==> config.mk <==
export PLATFORM = sky130hd
export DESIGN_NAME = pulse_count_sequencer_flat
export DESIGN_NICKNAME = d
export VERILOG_FILES = /design/src/rtl/pulse_count_sequencer_if.sv /design/src/rtl/pulse_count_sequencer.sv /design/src/flat_wrapper.sv
export SDC_FILE = /design/constraint.sdc
export NUM_CORES = 1
export LEC_CHECK = 0
export BUFFER_PORTS_ARGS = -buffer_cell sky130_fd_sc_hd__buf_4
export CAP_MARGIN = 20
export CELL_PAD_IN_SITES_DETAIL_PLACEMENT = 0
export CELL_PAD_IN_SITES_GLOBAL_PLACEMENT = 1
export CORE_UTILIZATION = 48
export DETAILED_ROUTE_END_ITERATION = 16
export HOLD_SLACK_MARGIN = 0.05
export PLACE_DENSITY_LB_ADDON = 0.12
export SYNTH_ARGS = -nofsm -noshare
export SYNTH_HDL_FRONTEND = slang
export SYNTH_SLANG_ARGS = --single-unit
export TNS_END_PERCENT = 30
==> constraint.sdc <==
create_clock -name CLK -period 5.03 [get_ports CLK]
set_input_delay 0.503 -clock CLK [delete_from_list [all_inputs] [get_ports CLK]]
set_output_delay 0.503 -clock CLK [all_outputs]
set_load 0.01 [all_outputs]
==> src/rtl/pulse_count_sequencer_if.sv <==
// Control/result bundle between the pulse-count sequencer and its controller.
// The master side drives the measurement controls and the result acknowledge.
interface pulse_count_sequencer_if #(
    parameter int CNT_W = 16
);
    logic             START;
    logic             CONT;
    logic             MODE;
    logic             AUTO;
    logic             ACK;
    logic [CNT_W-1:0] Q;
    logic             OVF;
    logic             MODE_USED;
    logic             VALID;
    logic             BUSY;

    modport master (
        output START, CONT, MODE, AUTO, ACK,
        input  Q, OVF, MODE_USED, VALID, BUSY
    );

    modport slave (
        input  START, CONT, MODE, AUTO, ACK,
        output Q, OVF, MODE_USED, VALID, BUSY
    );
endinterface

==> src/rtl/pulse_count_sequencer.sv <==
// Gated VMOD edge counter with long/short/auto-range windows and a VALID/ACK
// result handshake. One measurement per START, or continuous with CONT.
module pulse_count_sequencer #(
    parameter int CNT_W       = 16,
    parameter int LONG_WIN    = 65535,
    parameter int SHORT_WIN   = 32768,
    parameter int SYNC_STAGES = 2
) (
    input  logic                   CLK,
    input  logic                   RST,
    input  logic                   VMOD,
    pulse_count_sequencer_if.slave bus
);

    localparam int MAX_WIN = (LONG_WIN > SHORT_WIN) ? LONG_WIN : SHORT_WIN;
    localparam int TMR_W   = (MAX_WIN > 1) ? $clog2(MAX_WIN) : 1;

    localparam logic [TMR_W-1:0] LONG_LAST  = TMR_W'(LONG_WIN - 1);
    localparam logic [TMR_W-1:0] SHORT_LAST = TMR_W'(SHORT_WIN - 1);

    typedef enum logic [1:0] {
        ST_IDLE,
        ST_ARM,
        ST_GATE,
        ST_HOLD
    } state_t;

    // VMOD synchroniser plus one history flop for rising-edge detection
    logic [SYNC_STAGES-1:0] sync_reg;
    logic                   prev_reg;
    logic                   rise;

    always_ff @(posedge CLK) begin
        if (RST) begin
            sync_reg <= '0;
            prev_reg <= 1'b0;
        end else begin
            sync_reg <= {sync_reg[SYNC_STAGES-2:0], VMOD};
            prev_reg <= sync_reg[SYNC_STAGES-1];
        end
    end

    assign rise = sync_reg[SYNC_STAGES-1] & ~prev_reg;

    state_t           state_reg;
    logic [TMR_W-1:0] timer_reg;
    logic [CNT_W-1:0] cnt_reg;
    logic             ovf_reg;
    logic             sel_reg;       // window of the running gate (1 = short)
    logic             base_sel_reg;  // window chosen at START, reused on re-arm
    logic             auto_reg;
    logic [CNT_W-1:0] q_reg;
    logic             ovf_out_reg;
    logic             mode_used_reg;
    logic             valid_reg;
    logic             busy_reg;

    logic [CNT_W-1:0] cnt_next;
    logic             ovf_next;
    logic             last_tick;

    // Count including the edge seen this cycle, so the final gate cycle counts too
    always_comb begin
        cnt_next  = cnt_reg;
        ovf_next  = ovf_reg;
        if (rise) begin
            if (&cnt_reg) begin
                ovf_next = 1'b1;
            end else begin
                cnt_next = cnt_reg + CNT_W'(1);
            end
        end
        last_tick = sel_reg ? (timer_reg == SHORT_LAST) : (timer_reg == LONG_LAST);
    end

    always_ff @(posedge CLK) begin
        if (RST) begin
            state_reg     <= ST_IDLE;
            timer_reg     <= '0;
            cnt_reg       <= '0;
            ovf_reg       <= 1'b0;
            sel_reg       <= 1'b0;
            base_sel_reg  <= 1'b0;
            auto_reg      <= 1'b0;
            q_reg         <= '0;
            ovf_out_reg   <= 1'b0;
            mode_used_reg <= 1'b0;
            valid_reg     <= 1'b0;
            busy_reg      <= 1'b0;
        end else begin
            case (state_reg)
                ST_IDLE: begin
                    if (bus.START) begin
                        state_reg    <= ST_ARM;
                        busy_reg     <= 1'b1;
                        auto_reg     <= bus.AUTO;
                        sel_reg      <= bus.AUTO ? 1'b0 : bus.MODE;
                        base_sel_reg <= bus.AUTO ? 1'b0 : bus.MODE;
                    end
                end
                ST_ARM: begin
                    timer_reg <= '0;
                    cnt_reg   <= '0;
                    ovf_reg   <= 1'b0;
                    state_reg <= ST_GATE;
                end
                ST_GATE: begin
                    cnt_reg   <= cnt_next;
                    ovf_reg   <= ovf_next;
                    timer_reg <= timer_reg + TMR_W'(1);
                    if (last_tick) begin
                        // Auto-range: an overflowing long window is silently retried short
                        if (auto_reg && !sel_reg && ovf_next) begin
                            sel_reg   <= 1'b1;
                            state_reg <= ST_ARM;
                        end else begin
                            q_reg         <= cnt_next;
                            ovf_out_reg   <= ovf_next;
                            mode_used_reg <= sel_reg;
                            valid_reg     <= 1'b1;
                            state_reg     <= ST_HOLD;
                        end
                    end
                end
                ST_HOLD: begin
                    if (bus.ACK) begin
                        valid_reg <= 1'b0;
                        if (bus.CONT) begin
                            sel_reg   <= base_sel_reg;
                            state_reg <= ST_ARM;
                        end else begin
                            busy_reg  <= 1'b0;
                            state_reg <= ST_IDLE;
                        end
                    end
                end
                default: begin
                    state_reg <= ST_IDLE;
                    busy_reg  <= 1'b0;
                    valid_reg <= 1'b0;
                end
            endcase
        end
    end

    assign bus.Q         = q_reg;
    assign bus.OVF       = ovf_out_reg;
    assign bus.MODE_USED = mode_used_reg;
    assign bus.VALID     = valid_reg;
    assign bus.BUSY      = busy_reg;

endmodule

==> src/flat_wrapper.sv <==
// flat-port wrapper written by rule: the top's interface ports become plain ports
module pulse_count_sequencer_flat 
#(
    parameter int CNT_W       = 16,
    parameter int LONG_WIN    = 65535,
    parameter int SHORT_WIN   = 32768,
    parameter int SYNC_STAGES = 2
)
  (CLK, RST, VMOD, bus_START, bus_CONT, bus_MODE, bus_AUTO, bus_ACK, bus_Q, bus_OVF, bus_MODE_USED, bus_VALID, bus_BUSY);
  pulse_count_sequencer_if #(.CNT_W(CNT_W)) bus_i ();
  input  logic CLK;
  input  logic RST;
  input  logic VMOD;
  input wire logic [$bits(bus_i.START)-1:0] bus_START;
  input wire logic [$bits(bus_i.CONT)-1:0] bus_CONT;
  input wire logic [$bits(bus_i.MODE)-1:0] bus_MODE;
  input wire logic [$bits(bus_i.AUTO)-1:0] bus_AUTO;
  input wire logic [$bits(bus_i.ACK)-1:0] bus_ACK;
  output wire logic [$bits(bus_i.Q)-1:0] bus_Q;
  output wire logic [$bits(bus_i.OVF)-1:0] bus_OVF;
  output wire logic [$bits(bus_i.MODE_USED)-1:0] bus_MODE_USED;
  output wire logic [$bits(bus_i.VALID)-1:0] bus_VALID;
  output wire logic [$bits(bus_i.BUSY)-1:0] bus_BUSY;
  assign bus_i.START = bus_START;
  assign bus_i.CONT = bus_CONT;
  assign bus_i.MODE = bus_MODE;
  assign bus_i.AUTO = bus_AUTO;
  assign bus_i.ACK = bus_ACK;
  assign bus_Q = bus_i.Q;
  assign bus_OVF = bus_i.OVF;
  assign bus_MODE_USED = bus_i.MODE_USED;
  assign bus_VALID = bus_i.VALID;
  assign bus_BUSY = bus_i.BUSY;
  pulse_count_sequencer #(.CNT_W(CNT_W), .LONG_WIN(LONG_WIN), .SHORT_WIN(SHORT_WIN), .SYNC_STAGES(SYNC_STAGES)) u_core (.CLK(CLK), .RST(RST), .VMOD(VMOD), .bus(bus_i));
endmodule
Word level (Yosys, flattened, before mapping)
Index checks and enable logic that the tools add are counted.
{"block": "op_classes", "n_reduce_logical": 15, "eq_ne": 12, "n_addsub": 2, "bitwise": 3, "muxes": 29}
{"op": "$pmux 16 s2", "count": 2}
{"op": "$add 16x1->16 const B", "count": 2}
{"op": "$mux 16", "count": 2}
{"op": "$eq 16x15->1 const B", "count": 1}
{"op": "$eq 16x16->1 const B", "count": 1}
{"op": "$mux 1", "count": 16}
{"op": "$reduce_and 16->1", "count": 1}
{"op": "$ne 2x2->1 const B", "count": 5}
{"op": "$mux 2", "count": 4}
{"op": "$pmux 2 s4", "count": 1}
{"op": "$reduce_and 4->1", "count": 2}
{"op": "$pmux 1 s2", "count": 3}
{"op": "$reduce_and 3->1", "count": 2}
{"op": "$reduce_and 6->1", "count": 1}
{"op": "$reduce_bool 2->1", "count": 3}
{"op": "$eq 2x2->1 const B", "count": 2}
{"op": "$ne 2x1->1 const B", "count": 2}
{"op": "$pmux 1 s3", "count": 1}
{"op": "$reduce_bool 3->1", "count": 1}
{"op": "$eq 2x1->1 const B", "count": 1}
{"op": "$logic_and 1x1->1", "count": 2}
{"op": "$logic_not 2->1", "count": 1}
{"op": "$not 1->1", "count": 2}
{"op": "$reduce_and 2->1", "count": 1}
{"op": "other kinds (2)", "count": 2}
{"block": "totals", "register_bits": 61, "input_bits": 8, "output_inout_bits": 20}

Logic depth before layout (Yosys ltp)
Gate-level depths: netlist (run 1).
{"block": "depth", "depth_word": 7, "ltp_mapped": 9, "mapped_depth_nobuf": 7}

Least setup slack after synthesis (run 1)
Ideal clock, no wire load.
{"block": "synth_timing", "path_type": "reg2reg", "startpoint": "register u_core.cnt_reg[0]", "endpoint": "register u_core.q_reg[13], in the netlist u_core.bus.Q[13]", "stages_incl_launch_ff": 9, "t_arrival_ns": 1.860, "setup_ns": 0.132, "synth_period_minus_slack_ns": 1.992, "slack_ns": 3.038, "path_cell_list": "dfxtp_1 -> ha_1 -> nand3_2 -> nor4_4 -> a21boi_1 -> buf_2 -> buf_4 -> o211ai_1 -> a21oi_1"}
{"block": "synth_via", "elab_chain_len": 6, "elab_cells_between_ends": 9, "classes_between": "1 x add/sub; 4 x mux; 1 x bitwise; 3 x reduce/logical"}
{"element": "start, declared", "line": "pulse_count_sequencer.sv:47", "rtl": "logic [CNT_W-1:0] cnt_reg;"}
{"element": "start signal, assigned", "line": "pulse_count_sequencer.sv:108", "rtl": "cnt_reg <= cnt_next;"}
{"element": "branches (longest 6 deep; another with $add 16x1->16)"}
{"element": "end signal, assigned", "line": "pulse_count_sequencer.sv:117", "rtl": "q_reg <= cnt_next;"}
{"element": "end, declared", "line": "pulse_count_sequencer.sv:52", "rtl": "logic [CNT_W-1:0] q_reg;"}
Several ways; the timed one is not identified.
A chain may end at the register's enable or synchronous reset.

Final worst setup path (run 1)
{"block": "layout_timing", "startpoint": "register u_core.cnt_reg[0]", "endpoint": "register u_core.q_reg[5], in the netlist u_core.bus.Q[5]"}
The elaborated chain is that of the path after synthesis.

==> results of run 1 <==
[power groups by stage]
stage / registers [mW] / logic [mW] / clock network, mW
detailed placement: 0.528 / 0.284 / 0
global placement: 0.527 / 0.287 / 0
floorplan: 0.525 / 0.217 / 0
CTS: 0.517 / 0.285 / 0.469
global route: 0.520 / 0.315 / 0.495
finish: 0.517 / 0.284 / 0.460
[metrics by stage]
| step | utilization, % | area [sq um] | instances |
|---|---|---|---|
| after floorplan | - | 3370 | 414 |
| after global placement | 52.0 | 3540 | 509 |
| after detailed placement | 52.0 | 3540 | 509 |
| after CTS | 55.2 | 3750 | 525 |
| after global routing | 55.2 | 3750 | 525 |
| final | 55.2 | 3750 | 525 |
[critical path, stage by stage, from the launching register on]
cell and delay [ns]:
dfxtp_1 0.46, ha_1 0.33, and4_1 0.26, nand4_1 0.76, and4_1 0.56, o211ai_1 0.15, a21oi_1 0.08
[layer usage]
metal | track usage, % | vias up | share of wire (%)
li1 | - | 1571 | -
met1 | 35.5 | 1481 | 49
met2 | 37.2 | 66 | 46
met3 | 5.39 | 6 | 4.7
met4 | 7.73 | 0 | 0.68
met5 | 0 | - | 0
[worst paths after layout]
path,start,end
hold reg to reg,u_core.auto_reg,u_core.auto_reg
setup / recovery,u_core.cnt_reg[0],u_core.bus.Q[5]
hold / removal,VMOD,u_core.sync_reg[0]
setup reg to reg,u_core.cnt_reg[0],u_core.bus.Q[5]
[area by class of cell]
type / instances / area (sq um) / area share, %
Sequential cell: 61 / 1220 / 32.6
Tap cell: 96 / 120 / 3.21
Timing Repair Buffer: 29 / 218 / 5.81
Multi-Input combinational cell: 310 / 1930 / 51.5
Clock buffer: 13 / 169 / 4.51
Inverter: 13 / 48.8 / 1.30
Clock inverter: 3 / 42.5 / 1.14
[kinds of logic (layout without fill, tap and decap cells)]
family | Yosys count | after routing | synth area share, %
AND/OR/NAND/NOR | 153 | 153 | 27.0
AO/OA/AOI/OAI | 139 | 139 | 24.6
flip-flops | 61 | 61 | 36.3
buffers and inverters | 43 | 58 | 6.73
XOR/XNOR | 11 | 11 | 2.86
adder cells (fa/ha/maj) | 6 | 6 | 2.23
multiplexers | 1 | 1 | 0.334
[layout by cell type, fill, tap and decap left out, drive strengths merged, types with 4 or more instances in the layout]
master and instances:
nand2 32, or4 7, nand3 18, nor3b 4, nor3 13, o21ai 40, nand4 14, or3 6
and4 8, nor2 24, xor2 8, buf 29, nand4b 4, and3 8, nor2b 5, nor4 5
o211ai 12, a31oi 8, dfxtp 61, a21boi 7, inv 13, clkbuf 13, a21oi 52, ha 6
==> run_results.csv, run 1 <==
group,metric,value,unit
critical_path,arrival,2.96,ns
sta,fmax,364,MHz
finish,antennaDiodeCount,0,
floorplanning,die_h,85.8,um
finish,fillers,675,
place,dpl.hpwl,5800,um
place,pre_cts_ws,2.31,ns
min_path,hp-class,"input pin to flop",
floorplanning,io-pin-count,28,
critical_path,rrSetupSlack,2.28,ns
synth,avgSynthCellArea,8.13,sq um
global_routing,grt_pass1_vias,2818,
routing,viasPerCell,5.95,
critical_path,endpoint_kind,"flop",
floorplanning,rows,30,
pwr,powerDensity,337,mW/mm^2
routing,drc,0,
sta,drv_slew,0,
clock_network,clock_latency,0.34,ns
sta,rsz0062_at_grt,"false",
sta,finalHoldViolations,0,
critical_path,path_class,"flop to flop",
synth,netlist_area,0.00337,sq mm
synth,yosysTopAreaCell,"dfxtp_1",
pwr,seqPwrFrac,41.0,%
critical_path,startpoint_type,"flop",
sta,period_needed,2.75,ns
global_routing,grt_pass1_wl,14300,um
routing,drtAntennaViolNets,0,
job,maxCapViolations,0,
routing,route.detailed.wl_per_inst,16.5,um
sta,skew,0.00749,ns
synth,ys_seq_area_share,36.3,%
place,gp_congestion,0.861,
global_routing,grt_usage,24.8,%
synth,synth_edf_count,0,
min_path,min_path_cells,2,
clock_network,max-clock-path-buffers,2,
synth,synth_fp_nets,428,
routing,dr.pass1.iters,4,
synth,synth_area_leaders,"dfxtp_1, a21oi_1, o21ai_0",
critical_path,path_max_fanout,23,
critical_path,r2r_cells,6,
sta,worstMarginPinSlew,0.970,ns
floorplanning,fp.dieArea,0.00735,sq mm
floorplanning,die_w,85.8,um
synth,synth_common_cells,"dfxtp_1, a21oi_1, o21ai_0",
sta,holdWs,0.399,ns
clock_network,cts_resized,0,
pwr,switching_share,32.4,%
routing,vias,3124,
run_status,status,"complete, no violations",
synth,netlist_instances,414,
routing,routed_wirelength,8690,um
clock_network,cts_tree,"built",
synth,synth_ff_type,"dfxtp_1",
sta,setup_viol,0,
pwr,pwr-share-clk,36.5,%
clock_network,root_buffer,"clkbuf_8",
floorplanning,core,0.00679,sq mm
synth,yosys.cell_count.top_type,"dfxtp_1",
synth,ys_ff_latch,61,
clock_network,hold_buffers,0,
clock_network,htreeDepth,3,
pwr,ir_drop,0.280,mV
finish,area_delta_synth_final,11.3,%
clock_network,cts_setup_buffers,0,
place,port_buffers,27,
sta,relSlewSlack,34.9,%
finish,nets,438,
synth,yosysUniqueCellTypes,59,
pwr,p_leak,1.32,nW
global_routing,antenna_found_initial,0,
sta,finalCritPeriodShare,54.7,%
synth,synth_top_area_share,36.3,%
routing,drt_iter0_drc,183,
synth,async_reset_ff_share,0,%
clock_network,clkTransAtPathRegs,0.07,ns
sta,timing.final.ws_setup,2.28,ns
critical_path,worstPathRequired,5.24,ns
pwr,p_switching,0.409,mW
pwr,p_comb_share,22.5,%
sta,tns,0,ns
floorplanning,initial_utilization,49.6,%
finish,layout-drive-gt1-share,13.5,%
pwr,p_int,0.852,mW
clock_network,cts_made_buffers,9,
clock_network,cts_num_sinks,61,
global_routing,grt_max_degree,48,
synth,ys_warn_count,0,
global_routing,gr-total-overflow,0,
pwr,report.power.total,1.26,mW
Note: power is estimated with default switching activity, not from simulation.
==> inputs of run 2 (changes only) <==
- CORE_UTILIZATION: 48 -> 40
- clock period: 5.03 -> 2.5 ns (I/O delays scaled with it)
==> run 2 against run 1 <==
  * Sequential share of layout area is 1.3 points lower
  * Clock skew is 0.0017 ns higher
  * Maximum frequency is 23% higher
  * Via count is 1.1% higher
==> run_results.csv, run 2 (synthesized netlist as in run 1, its figures left out) <==
group,metric,value,unit
run_status,status,"complete, no violations",
floorplanning,rows,33,
global_routing,gr-total-overflow,0,
sta,relSlewSlack,63.1,%
routing,viasPerCell,5.75,
routing,drtAntennaViolNets,0,
critical_path,path_class,"flop to flop",
finish,final_cell_mix,"dfxtp_1, a21oi_1, buf_4",
critical_path,endpoint_kind,"flop",
place,port_buffers,27,
sta,setup_viol,0,
global_routing,antenna_found_initial,0,
clock_network,cts_setup_buffers,0,
sta,finalHoldViolations,0,
clock_network,max-clock-path-buffers,2,
sta,skew,0.00923,ns
critical_path,cp_slowest_cell,"dfxtp_1",
floorplanning,core,0.00818,sq mm
finish,layout-drive-gt1-share,16.2,%
floorplanning,die_h,93.7,um
global_routing,use_met3,3.48,%
clock_network,clock_latency,0.35,ns
finish,nets,453,
critical_path,critPathTopFamily,"compound AO/OA/AOI/OAI gates",
routing,routed_wirelength,8930,um
sta,tns,0,ns
finish,utilization,47.7,%
floorplanning,die_w,93.7,um
routing,route.detailed.wl_per_inst,16.3,um
min_path,hp-class,"input pin to flop",
critical_path,path_max_fanout,7,
pwr,powerDensity,715,mW/mm^2
floorplanning,initial_utilization,41.2,%
sta,fmax,447,MHz
pwr,ir_drop,0.420,mV
sta,drv_slew,0,
critical_path,worstPathRequired,2.73,ns
finish,area_delta_synth_final,15.8,%
sta,rsz0062_at_grt,"false",
floorplanning,io-pin-count,28,
critical_path,startpoint_type,"flop",
global_routing,globalRoute.busiestLayer,"met1",
global_routing,grt_usage,21.7,%
finish,final_common_cell,"dfxtp_1",
clock_network,clkTransAtPathRegs,0.07,ns
global_routing,grt_use_met2,31.6,%
global_routing,use_met1,32.1,%
pwr,p_leak,1.40,nW
clock_network,cts_resized,0,
finish,antennaDiodeCount,0,
global_routing,grt_pass1_vias,2860,
floorplanning,fp.dieArea,0.00879,sq mm
sta,worstMarginPinSlew,0.550,ns
place,gp_congestion,0.823,
global_routing,grt_max_degree,48,
place,dpl.hpwl,5970,um
critical_path,critPathBufInv,0,
routing,dr.pass1.iters,5,
clock_network,htreeDepth,3,
critical_path,cp_slowest_stage_delay,0.44,ns
routing,drc,0,
clock_network,hold_buffers,0,
clock_network,cts_num_sinks,61,
job,maxCapViolations,0,
sta,finalCritPeriodShare,89.5,%
global_routing,grt_pass1_wl,14800,um
routing,drt_iter0_drc,194,
clock_network,cts_tree,"built",
pwr,report.power.total,2.79,mW
critical_path,worstPathCellList,"ha_1 > nand3_2 > nor4_4 > a21boi_1 > a211o_1 > a32o_1",
clock_network,root_buffer,"clkbuf_8",
critical_path,rrSetupSlack,0.26,ns
sta,period_needed,2.24,ns
critical_path,arrival,2.47,ns
routing,vias,3159,
clock_network,cts_made_buffers,9,
[run 2: layout make-up]
cell class | instances | area (sq um)
clock inverters | 4 | 95.1
well taps | 105 | 131
multi-input cells | 310 | 1930
flip-flops and latches | 61 | 1220
inverters | 13 | 48.8
clock buffers | 12 | 145
repair buffers | 44 | 330
fillers | 868 | 4280
[run 2: worst register-to-register path, cell delays in order, from the launching register on]
cell and delay [ns]:
dfxtp_1 0.44, ha_1 0.32, nand3_2 0.22, nor4_4 0.41, a21boi_1 0.17, a211o_1 0.29
a32o_1 0.27
[run 2: final timing paths]
path | from | to | depth (start not counted)
hold reg to reg | u_core.sync_reg[0] | u_core.sync_reg[1] | 1
setup reg to reg | u_core.cnt_reg[0] | u_core.state_reg[1] | 6
setup / recovery | u_core.cnt_reg[0] | u_core.state_reg[1] | 6
hold / removal | VMOD | u_core.sync_reg[0] | 2
[run 2: routing by layer]
metal | vias to the layer above | routed length [um]
met3 | 8 | 413
met1 | 1488 | 4600
met4 | 0 | 111
li1 | 1586 | -
met5 | - | 0
met2 | 77 | 3810
[run 2: power breakdown]
group	switching (mW)	internal, mW	total, mW
combinational	0.437	0.224	0.660
clock	0.398	0.689	1.09
sequential	0.0354	1.01	1.04
[run 2: stage by stage]
stage               hold slack, ns  instance area [sq um]  setup WS (ns)  std cells
finish                       0.115                   3900          0.263        549
global route                 0.126                   3900         0.0771        549
CTS                          0.111                   3900          0.277        549
detailed placement           0.431                   3660          0.329        533
global placement             0.427                   3660          0.386        533
floorplan                    0.378                   3370          0.508        414
==> inputs of run 3 (changes only) <==
- CORE_MARGIN: not set -> 10
- REMOVE_ABC_BUFFERS: not set -> 1
==> run 3 against run 2 <==
  * Sequential power barely moved
  * Worst setup slack improved by 0.14 ns
  * Sequential share of layout area rose by 0.070 points
  * Hold slack improved by 0.0058 ns
  * Combinational power fell by 0.9%
  * Utilization fell by 0.35 points
  * Non-clock buffer count rose by 1
  * Clock skew rose by 0.0018 ns
  * Die area rose by 42%
  * Cell area fell by 0.22%
  * Final cell count rose by 0.18%
  * Maximum frequency rose by 6.9%
==> run_results.csv, run 3 (synthesized netlist as in run 1, its figures left out) <==
group,metric,value,unit
place,port_buffers,27,
sta,period_needed,2.09,ns
place,dp_cells,534,
floorplanning,io-pin-count,28,
floorplanning,die_w,112,um
clock_network,max-clock-path-buffers,2,
job,maxCapViolations,0,
place,pre_cts_ws,0.413,ns
pwr,powerDensity,694,mW/mm^2
finish,fillers,842,
clock_network,clock_latency,0.34,ns
finish,final_common_cell,"dfxtp_1",
floorplanning,initial_utilization,41.0,%
pwr,p_leak,1.40,nW
critical_path,startpoint_type,"flop",
sta,holdWs,0.121,ns
clock_network,cts_resized,0,
sta,drv_slew,0,
run_status,status,"complete, no violations",
pwr,ir_drop,0.319,mV
routing,drt_iter0_drc,156,
critical_path,path_class,"flop to flop",
sta,finalCritPeriodShare,83.8,%
sta,relSlewSlack,59.4,%
global_routing,grt_usage,14.6,%
place,gp_congestion,0.807,
critical_path,path_max_fanout,7,
clock_network,htreeDepth,3,
finish,nets,454,
sta,worstMarginPinSlew,0.606,ns
routing,route.detailed.wl_per_inst,16.8,um
routing,drtAntennaViolNets,0,
routing,drc,0,
global_routing,antenna_found_initial,0,
finish,layout-drive-gt1-share,16.9,%
clock_network,cts_setup_buffers,0,
floorplanning,fp.dieArea,0.0125,sq mm
routing,vias,3193,
critical_path,endpoint_kind,"flop",
sta,tns,0,ns
global_routing,use_met3,3.60,%
clock_network,cts_num_sinks,61,
sta,setup_viol,0,
finish,area_delta_synth_final,15.6,%
global_routing,grt_use_met2,23.7,%
clock_network,cts_made_buffers,9,
clock_network,cts_tree,"built",
routing,viasPerCell,5.81,
routing,dr.pass1.iters,4,
global_routing,use_met1,18.3,%
min_path,hp-class,"input pin to flop",
finish,utilization,47.4,%
floorplanning,die_h,112,um
critical_path,worstPathRequired,2.77,ns
sta,timing.final.ws_setup,0.406,ns
finish,final_cell_mix,"dfxtp_1, a21oi_1, buf_4",
sta,finalHoldViolations,0,
finish,antennaDiodeCount,0,
global_routing,grt_pass1_vias,2971,
routing,routed_wirelength,9260,um
global_routing,globalRoute.busiestLayer,"met2",
floorplanning,core,0.00822,sq mm
global_routing,gr-total-overflow,0,
clock_network,root_buffer,"clkbuf_8",
clock_network,hold_buffers,0,
place,dpl.hpwl,6370,um
global_routing,grt_pass1_wl,15300,um
sta,rsz0062_at_grt,"false",
floorplanning,rows,33,
critical_path,arrival,2.36,ns
clock_network,clkTransAtPathRegs,0.08,ns
sta,skew,0.0110,ns
finish,stdcell_count,550,
sta,fmax,478,MHz
global_routing,grt_max_degree,28,
## run 3: cell count changes in the layout (fill, tap and decap cells not counted)
cell        before  now
buf_4           44   45
clkinv_2         1    2
clkinv_4         0    1
bufinv_16        3    2
clkinvlp_4       0    1
clkbuf_1         2    0
## run 3: per-layer routing
metal | share of wire (%) | wire, um
met1 | 47 | 4340
met2 | 48 | 4460
met3 | 4.6 | 422
met4 | 0.33 | 31
met5 | 0 | 0
## run 3: area by class of cell
class	instances	area (sq um)	area share (%)
multi-input cells	310	1930	49.5
flip-flops and latches	61	1220	31.4
repair buffers	45	338	8.68
clock buffers	10	138	3.54
well taps	105	131	3.38
clock inverters	6	86.3	2.22
inverters	13	48.8	1.25
## run 3: path summary, 6_finish.rpt
kind	depth (start not counted)	from	slack [ns]	endpoint
hold reg to reg	1	u_core.sync_reg[0]	0.45	u_core.sync_reg[1]
setup reg to reg	7	u_core.state_reg[0]	0.41	u_core.timer_reg[15]
hold / removal	2	VMOD	0.12	u_core.sync_reg[0]
setup / recovery	7	u_core.state_reg[0]	0.41	u_core.timer_reg[15]
## run 3: metrics by stage
step	instance area, sq um	total power, mW
after floorplan	3190	1.43
after global placement	3670	1.72
after detailed placement	3670	1.72
after CTS	3890	2.73
after global routing	3890	2.84
final	3890	2.70
## run 3: worst max-delay path: stages, from the launching register on
cell	delay, ns
dfxtp_1	0.37
inv_1	0.11
ha_1	0.43
nand4_1	0.21
nor2_1	0.33
nand2_1	0.12
or3_1	0.32
a21oi_1	0.14
## run 3: report_power, final
| part | internal (mW) | leakage (nW) | switching, mW | total, mW |
|---|---|---|---|---|
| clock network | 0.587 | 0.112 | 0.414 | 1.00 |
| logic | 0.220 | 0.796 | 0.434 | 0.654 |
| registers | 1.01 | 0.493 | 0.0363 | 1.04 |
| total | 1.81 | 1.40 | 0.885 | 2.70 |
